==> config.mk <==
export PLATFORM = sky130hd
export DESIGN_NAME = multdiv_ctrl
export DESIGN_NICKNAME = d
export VERILOG_FILES = /design/src/rtl/multdiv_pkg.sv /design/src/rtl/multdiv_step.sv /design/src/rtl/multdiv_ctrl.sv
export SDC_FILE = /design/constraint.sdc
export NUM_CORES = 1
export LEC_CHECK = 0
export BUFFER_PORTS_ARGS = -buffer_cell sky130_fd_sc_hd__buf_4
export CAP_MARGIN = 20
export CORE_MARGIN = 2
export CORE_UTILIZATION = 30
export CTS_CLUSTER_DIAMETER = 100
export DETAILED_ROUTE_END_ITERATION = 16
export RECOVER_POWER = 25
export SETUP_SLACK_MARGIN = 0.3
export SLEW_MARGIN = 25
export SYNTH_ARGS = -nofsm -noshare
export SYNTH_HDL_FRONTEND = slang
export SYNTH_SLANG_ARGS = --single-unit
==> constraint.sdc <==
create_clock -name clock -period 20 [get_ports clock]
set_input_delay 1 -clock clock [delete_from_list [all_inputs] [get_ports clock]]
set_output_delay 1 -clock clock [all_outputs]
set_load 0.02 [all_outputs]
==> src/rtl/multdiv_pkg.sv <==
// ============================================================================
//  Module   : multdiv_pkg
//  Brief    : Shared types and constants for the iterative multiply/divide unit
//  Revision : 1.0 - initial release
// ============================================================================
`default_nettype none

package multdiv_pkg;

    // Controller states
    typedef enum logic [1:0] {
        ST_IDLE = 2'd0,
        ST_MUL  = 2'd1,
        ST_DIV  = 2'd2,
        ST_DONE = 2'd3
    } state_t;

    // Number of add/sub iterations per operation
    localparam int MD_ITER = 32;

    // Step-datapath operation codes: multiply adds, divide subtracts
    localparam logic OP_MUL = 1'b0;
    localparam logic OP_DIV = 1'b1;

endpackage

`default_nettype wire

==> src/rtl/multdiv_step.sv <==
// ============================================================================
//  Module   : multdiv_step
//  Brief    : Combinational add/sub step with carry (no-borrow) out, shared by
//             the multiply and divide iterations
//  Revision : 1.0 - initial release
// ============================================================================
`default_nettype none

import multdiv_pkg::*;

module multdiv_step #(
    parameter int W = 33
) (
    input  logic         op,
    input  logic [W-1:0] a,
    input  logic [W-1:0] b,
    output logic [W-1:0] sum,
    output logic         carry
);

    logic [W-1:0] b_eff;

    // Subtraction is a + ~b + 1; carry out = 1 means no borrow
    assign b_eff        = (op == OP_DIV) ? ~b : b;
    assign {carry, sum} = {1'b0, a} + {1'b0, b_eff} + {{W{1'b0}}, op};

endmodule

`default_nettype wire

==> src/rtl/multdiv_ctrl.sv <==
// ============================================================================
//  Module   : multdiv_ctrl
//  Brief    : Iterative signed multiply/divide controller. Radix-2 shift-add
//             multiply and restoring divide on operand magnitudes, signs fixed
//             up on the final iteration. Optional feature macro:
//             MULTDIV_EARLY_EXIT_EN - multiply finishes as soon as the
//             remaining multiplier bits are all zero.
//  Revision : 1.0 - initial release
// ============================================================================
`default_nettype none

import multdiv_pkg::*;

module multdiv_ctrl #(
    parameter int WIDTH = 32
) (
    input  logic             clock,
    input  logic             reset,
    input  logic             ctrl_MULT,
    input  logic             ctrl_DIV,
    input  logic [WIDTH-1:0] data_operandA,
    input  logic [WIDTH-1:0] data_operandB,
    output logic [WIDTH-1:0] data_result,
    output logic             data_exception,
    output logic             data_resultRDY
);

    localparam int            CW   = $clog2(WIDTH) + 1;
    localparam logic [CW-1:0] LAST = CW'(MD_ITER - 1);

    state_t             state, state_nx;
    logic [CW-1:0]      count;
    logic [WIDTH-1:0]   hi, lo, hi_n, lo_n;
    logic [WIDTH:0]     opnd, mag_a, mag_b;
    logic               sign;
    logic               start, div_zero, last_iter;
    logic               step_op, step_c;
    logic [WIDTH:0]     step_a, step_b, step_s;
    logic [2*WIDTH-1:0] prod_mag, prod_sgn;
    logic [WIDTH-1:0]   fin_res;
    logic               fin_exc;
`ifdef MULTDIV_EARLY_EXIT_EN
    logic [WIDTH-1:0]   mrem;
    logic [CW-1:0]      shamt;
`endif

    // Start decode; MULT has priority when both pulses coincide
    assign start    = ctrl_MULT | ctrl_DIV;
    assign div_zero = ~ctrl_MULT & (data_operandB == '0);
    // 33-bit magnitudes so that -2^31 is representable
    assign mag_a    = data_operandA[WIDTH-1] ? -{1'b1, data_operandA} : {1'b0, data_operandA};
    assign mag_b    = data_operandB[WIDTH-1] ? -{1'b1, data_operandB} : {1'b0, data_operandB};

    multdiv_step #(.W(WIDTH + 1)) u_step (
        .op    (step_op),
        .a     (step_a),
        .b     (step_b),
        .sum   (step_s),
        .carry (step_c)
    );

    // One iteration of the datapath plus the signed fix-up of the finished value
    always_comb begin
        step_op   = OP_MUL;
        step_a    = {1'b0, hi};
        step_b    = lo[0] ? opnd : '0;
        hi_n      = step_s[WIDTH:1];
        lo_n      = {step_s[0], lo[WIDTH-1:1]};
        last_iter = (count == LAST);
        if (state == ST_DIV) begin
            step_op = OP_DIV;
            step_a  = {hi, lo[WIDTH-1]};
            step_b  = opnd;
            hi_n    = step_c ? step_s[WIDTH-1:0] : step_a[WIDTH-1:0];
            lo_n    = {lo[WIDTH-2:0], step_c};
        end
        prod_mag = {hi_n, lo_n};
`ifdef MULTDIV_EARLY_EXIT_EN
        // Early finish leaves the product offset by the iterations skipped
        shamt    = LAST - count;
        prod_mag = prod_mag >> shamt;
        if (state == ST_MUL && mrem[WIDTH-1:1] == '0)
            last_iter = 1'b1;
`endif
        prod_sgn = (sign && (|prod_mag)) ? -prod_mag : prod_mag;
        if (state == ST_DIV) begin
            fin_res = sign ? -lo_n : lo_n;
            fin_exc = ~sign & lo_n[WIDTH-1];
        end else begin
            fin_res = prod_sgn[WIDTH-1:0];
            fin_exc = ~((&prod_sgn[2*WIDTH-1:WIDTH-1]) | ~(|prod_sgn[2*WIDTH-1:WIDTH-1]));
        end
    end

    // State register
    always_ff @(posedge clock) begin
        if (reset) state <= ST_IDLE;
        else       state <= state_nx;
    end

    // Next-state and ready decode; a start overrides whatever is running
    always_comb begin
        state_nx       = state;
        data_resultRDY = (state == ST_DONE);
        case (state)
            ST_IDLE:        state_nx = ST_IDLE;
            ST_MUL, ST_DIV: if (last_iter) state_nx = ST_DONE;
            ST_DONE:        state_nx = ST_IDLE;
            default:        state_nx = ST_IDLE;
        endcase
        if (start)
            state_nx = ctrl_MULT ? ST_MUL : (div_zero ? ST_DONE : ST_DIV);
    end

    // Operand latch, iteration registers and result capture
    always_ff @(posedge clock) begin
        if (reset) begin
            count          <= '0;
            hi             <= '0;
            lo             <= '0;
            opnd           <= '0;
            sign           <= 1'b0;
            data_result    <= '0;
            data_exception <= 1'b0;
`ifdef MULTDIV_EARLY_EXIT_EN
            mrem           <= '0;
`endif
        end else if (start) begin
            count <= '0;
            hi    <= '0;
            sign  <= data_operandA[WIDTH-1] ^ data_operandB[WIDTH-1];
            if (ctrl_MULT) begin
                opnd <= mag_a;
                lo   <= mag_b[WIDTH-1:0];
            end else begin
                opnd <= mag_b;
                lo   <= mag_a[WIDTH-1:0];
                if (div_zero) begin
                    data_result    <= '0;
                    data_exception <= 1'b1;
                end
            end
`ifdef MULTDIV_EARLY_EXIT_EN
            mrem  <= mag_b[WIDTH-1:0];
`endif
        end else if (state == ST_MUL || state == ST_DIV) begin
            hi <= hi_n;
            lo <= lo_n;
            if (count != LAST) count <= count + 1'b1;
`ifdef MULTDIV_EARLY_EXIT_EN
            mrem <= mrem >> 1;
`endif
            if (last_iter) begin
                data_result    <= fin_res;
                data_exception <= fin_exc;
            end
        end
    end

endmodule

`default_nettype wire

==> run_results.csv <==
group,metric,value,unit
run_status,outcome,"finished with violations",
run_status,violations,"capacitance limit, slew limit",
detailed_routing,drt-pass1-iter-count,6,
die,start_util,0.303,
sta,hold_ws,0.455,ns
layout,nFillCells,4885,
synth,synthTopCellsByArea,"dfxtp_1, a211oi_1, nor2_1, nand2_1, o21ai_0",
critical_path,endpoint_kind,"register",
worst_hold_path,hold_path.class,"register to register",
die,row_count,78,
global_route,grt_pass1_vias,13700,
die,die_w,218,µm
layout,final_cell_mix,"nor2_1, nand2_1, o21ai_0",
sta,worst_pin_slew,3.24,ns
critical_path,crit_type,"register to register",
global_route,track_usage,0.228,
critical_path,cp_max_fo,48,
job,drv_cap,2,
worst_hold_path,whs_endpoint,"data_result[21]$_SDFFE_PP0P_",
sta,setup_tns,0,ns
power_and_ir_drop,p_per_area,60.5,nW/µm²
die,ioPinCount,102,
synth,synth_area,13800,µm²
clock_tree,clock_path_buffers,2,
layout,antenna_cells,0,
clock_tree,htreeDepth,4,
synth,synth_edf_count,0,
sta,min_period,9.63,ns
layout,fin_area,15300,µm²
detailed_routing,detail-route-antenna-nets,0,
sta,max_freq,104,MHz
synth,synth_compound_area_frac,0.336,
sta,relSlewSlack,-1.16,
placed_design,dpl-instance-area,14900,µm²
power_and_ir_drop,p_leak,5.52,nW
placed_design,post-place-ws,10.59,ns
power_and_ir_drop,peakVddDrop,0.0486,mV
sta,clock_skew,0.0160,ns
critical_path,critPathArrivalTime,9.95,ns
critical_path,cp-start-kind,"register",
critical_path,reg2reg_to,"data_exception$_SDFFE_PP0P_",
synth,ys_seq_elements,139,
die,die_y,218,µm
synth,synth_flop_cell,"dfxtp_1",
global_route,grt.overflow.total,0,
die,dieArea,47600,µm²
worst_hold_path,whs_path_depth,2,
detailed_routing,vias,15500,
detailed_routing,routed_wl,55900,µm
sta,setup_viol,0,
layout,final_common_cell,"nor2_1",
critical_path,reg2reg_slack,10.37,ns
synth,ys_warn_count,0,
sta,rsz0062_at_grt,"false",
clock_tree,cts_buffers,17,
synth,synthXorXnorAreaFrac,0.0706,
global_route,grt_max_degree,85,
critical_path,timing.rr.start,"state[0]$_SDFFE_PP0P_",
synth,avgSynthCellArea,7.13,µm²
clock_tree,cts-root-buf,"clkbuf_16",
synth,syn-num-nets,2040,
layout,nNetsFinal,2036,
synth,yosysTopAreaCell,"dfxtp_1",
synth,async_reset_ff_frac,0,
critical_path,crit_start,"state[0]$_SDFFE_PP0P_",
sta,fin_ws,10.37,ns
synth,synth.area.mux_share,0.0593,
detailed_routing,drc,0,
synth,synthSimpleGateAreaFrac,0.244,
synth,post_synth_fa_ha_maj_area_fraction,0.0369,
placed_design,place.detailed.hpwl,43700,µm
sta,finalHoldViolCount,0,
sta,drv_slew,123,
synth,synth_top_family_by_area,"compound AO/OA/AOI/OAI gates",
die,core,45400,µm²
worst_hold_path,hold_start,"data_result[21]$_SDFFE_PP0P_",
synth,synth_cell_types,87,
clock_tree,cts.sinks,139,
synth,synthCells,1932,
sta,period_share,0.481,
synth,synth_top_area_share,0.202,
clock_tree,cts_setup_buffers,0,
detailed_routing,drtIter0Drc,1663,
global_route,antenna_found_initial,1,
layout,area_growth,11.4,%
synth,ys_seq_area_frac,0.202,
critical_path,reg2regPathDepth,27,
clock_tree,cts_tree,"done",
critical_path,crit_required,20.32,ns
clock_tree,cts.reportedPaths.clkPinSlew,0.07,ns
clock_tree,cts-resized-gates,0,
detailed_routing,routedWlPerCell,22.0,µm
layout,drive_gt1_frac,0.103,
placed_design,port_buffers,101,
clock_tree,clk_latency,0.45,ns
detailed_routing,post_drt_via_cell_ratio,6.09,
clock_tree,postCtsHoldBufs,0,
global_route,grt_pass1_wl,83800,µm
placed_design,place.gp.congestion,0.974,
==> routing by layer <==
metal	share of wire	global-route usage	vias up
met2	0.43	0.349	700
li1	-	-	7243
met3	0.073	0.0309	83
met4	0.034	0.0798	2
met5	0.00021	0	-
met1	0.46	0.324	7436
==> critical path, cell delays in order (launching register included) <==
cell      delay, ns
dfxtp_1        0.32
inv_1          0.13
ha_4           0.46
buf_4          0.53
mux2_2         0.40
ha_1           0.43
a21oi_1        0.27
o21ai_0        0.26
a22oi_1        0.44
nand2_1        0.49
nor2_1         0.85
nand2_1        0.28
o21ai_0        0.24
ha_1           0.26
o211ai_1       0.12
or4_4          0.51
nor3_4         0.27
o221a_2        0.23
o211ai_1       0.10
or4_4          0.54
or4b_1         0.61
o21ai_0        0.25
xor2_1         0.12
a21o_1         0.17
or4_1          0.50
or4_1          0.42
nor4_2         0.15
nor3_1         0.07
==> cell type report <==
| type | instances | area (µm²) | share of cell area |
|---|---|---|---|
| repair buffers | 123 | 786 | 0.0512 |
| clock buffers | 18 | 429 | 0.0280 |
| clock inverters | 14 | 153 | 0.00995 |
| flip-flops and latches | 139 | 2780 | 0.181 |
| multi-input cells | 1614 | 10300 | 0.672 |
| well taps | 600 | 751 | 0.0489 |
| inverters | 33 | 124 | 0.00807 |
==> kinds of logic after synthesis <==
group | count (synthesis)
xor+xnor | 111
flops | 139
mux | 77
compound gates | 686
fa+ha+maj | 40
buf+inv | 179
simple gates | 700
==> power breakdown <==
group          total (W)  internal [W]  switching (W)
Sequential      0.000314      0.000292      0.0000220
Combinational   0.000286     0.0000982       0.000188
Clock           0.000327      0.000177       0.000150
Total           0.000928      0.000567       0.000360
==> cell usage after synthesis (8+ instances only) <==
master / n
or2_2: 12
nand3_1: 30
nor3_1: 47
o31ai_1: 40
o21ai_0: 142
mux2i_1: 40
a211oi_1: 116
and3_1: 9
xnor2_1: 57
o211ai_1: 31
a21o_1: 23
buf_2: 16
xor2_1: 54
nor3b_1: 10
a31oi_1: 16
a22oi_1: 24
and4_1: 8
nand4_1: 31
mux2_2: 37
a21oi_1: 138
a2111oi_0: 8
buf_1: 18
clkbuf_1: 109
o21a_1: 14
inv_1: 32
nand2_1: 203
or4_1: 19
dfxtp_1: 139
ha_1: 39
nor4_1: 23
nand2b_1: 15
or3_1: 30
o41ai_1: 11
o211a_1: 22
nor2_1: 223
==> state kept, by name (all words and copies together), names as in the netlist <==
| signal | flops |
|---|---|
| sign | 1 |
| opnd | 33 |
| hi | 32 |
| data_result | 32 |
| data_exception | 1 |
| state | 2 |
| lo | 32 |
| count | 6 |
==> worst max path at each step <==
stage	to	slack, ns	depth (start not counted)
6_report	data_exception$_SDFFE_PP0P_	10.37	27
5_1_grt	data_exception$_SDFFE_PP0P_	9.68	27
4_1_cts	data_exception$_SDFFE_PP0P_	10.57	27
3_5_place_dp	data_exception$_SDFFE_PP0P_	10.59	27
3_3_place_gp	data_exception$_SDFFE_PP0P_	10.83	27
2_1_floorplan	data_exception$_SDFFE_PP0P_	9.84	39
==> metrics by stage <==
stage | util | total power [W] | instances
after floorplan | - | 0.000500 | 1932
after global placement | 0.328 | 0.000598 | 2508
after detailed placement | 0.328 | 0.000600 | 2508
after CTS | 0.341 | 0.000925 | 2540
after global routing | 0.338 | 0.000965 | 2541
final | 0.338 | 0.000928 | 2541
Power figures use the tool's default switching activity.
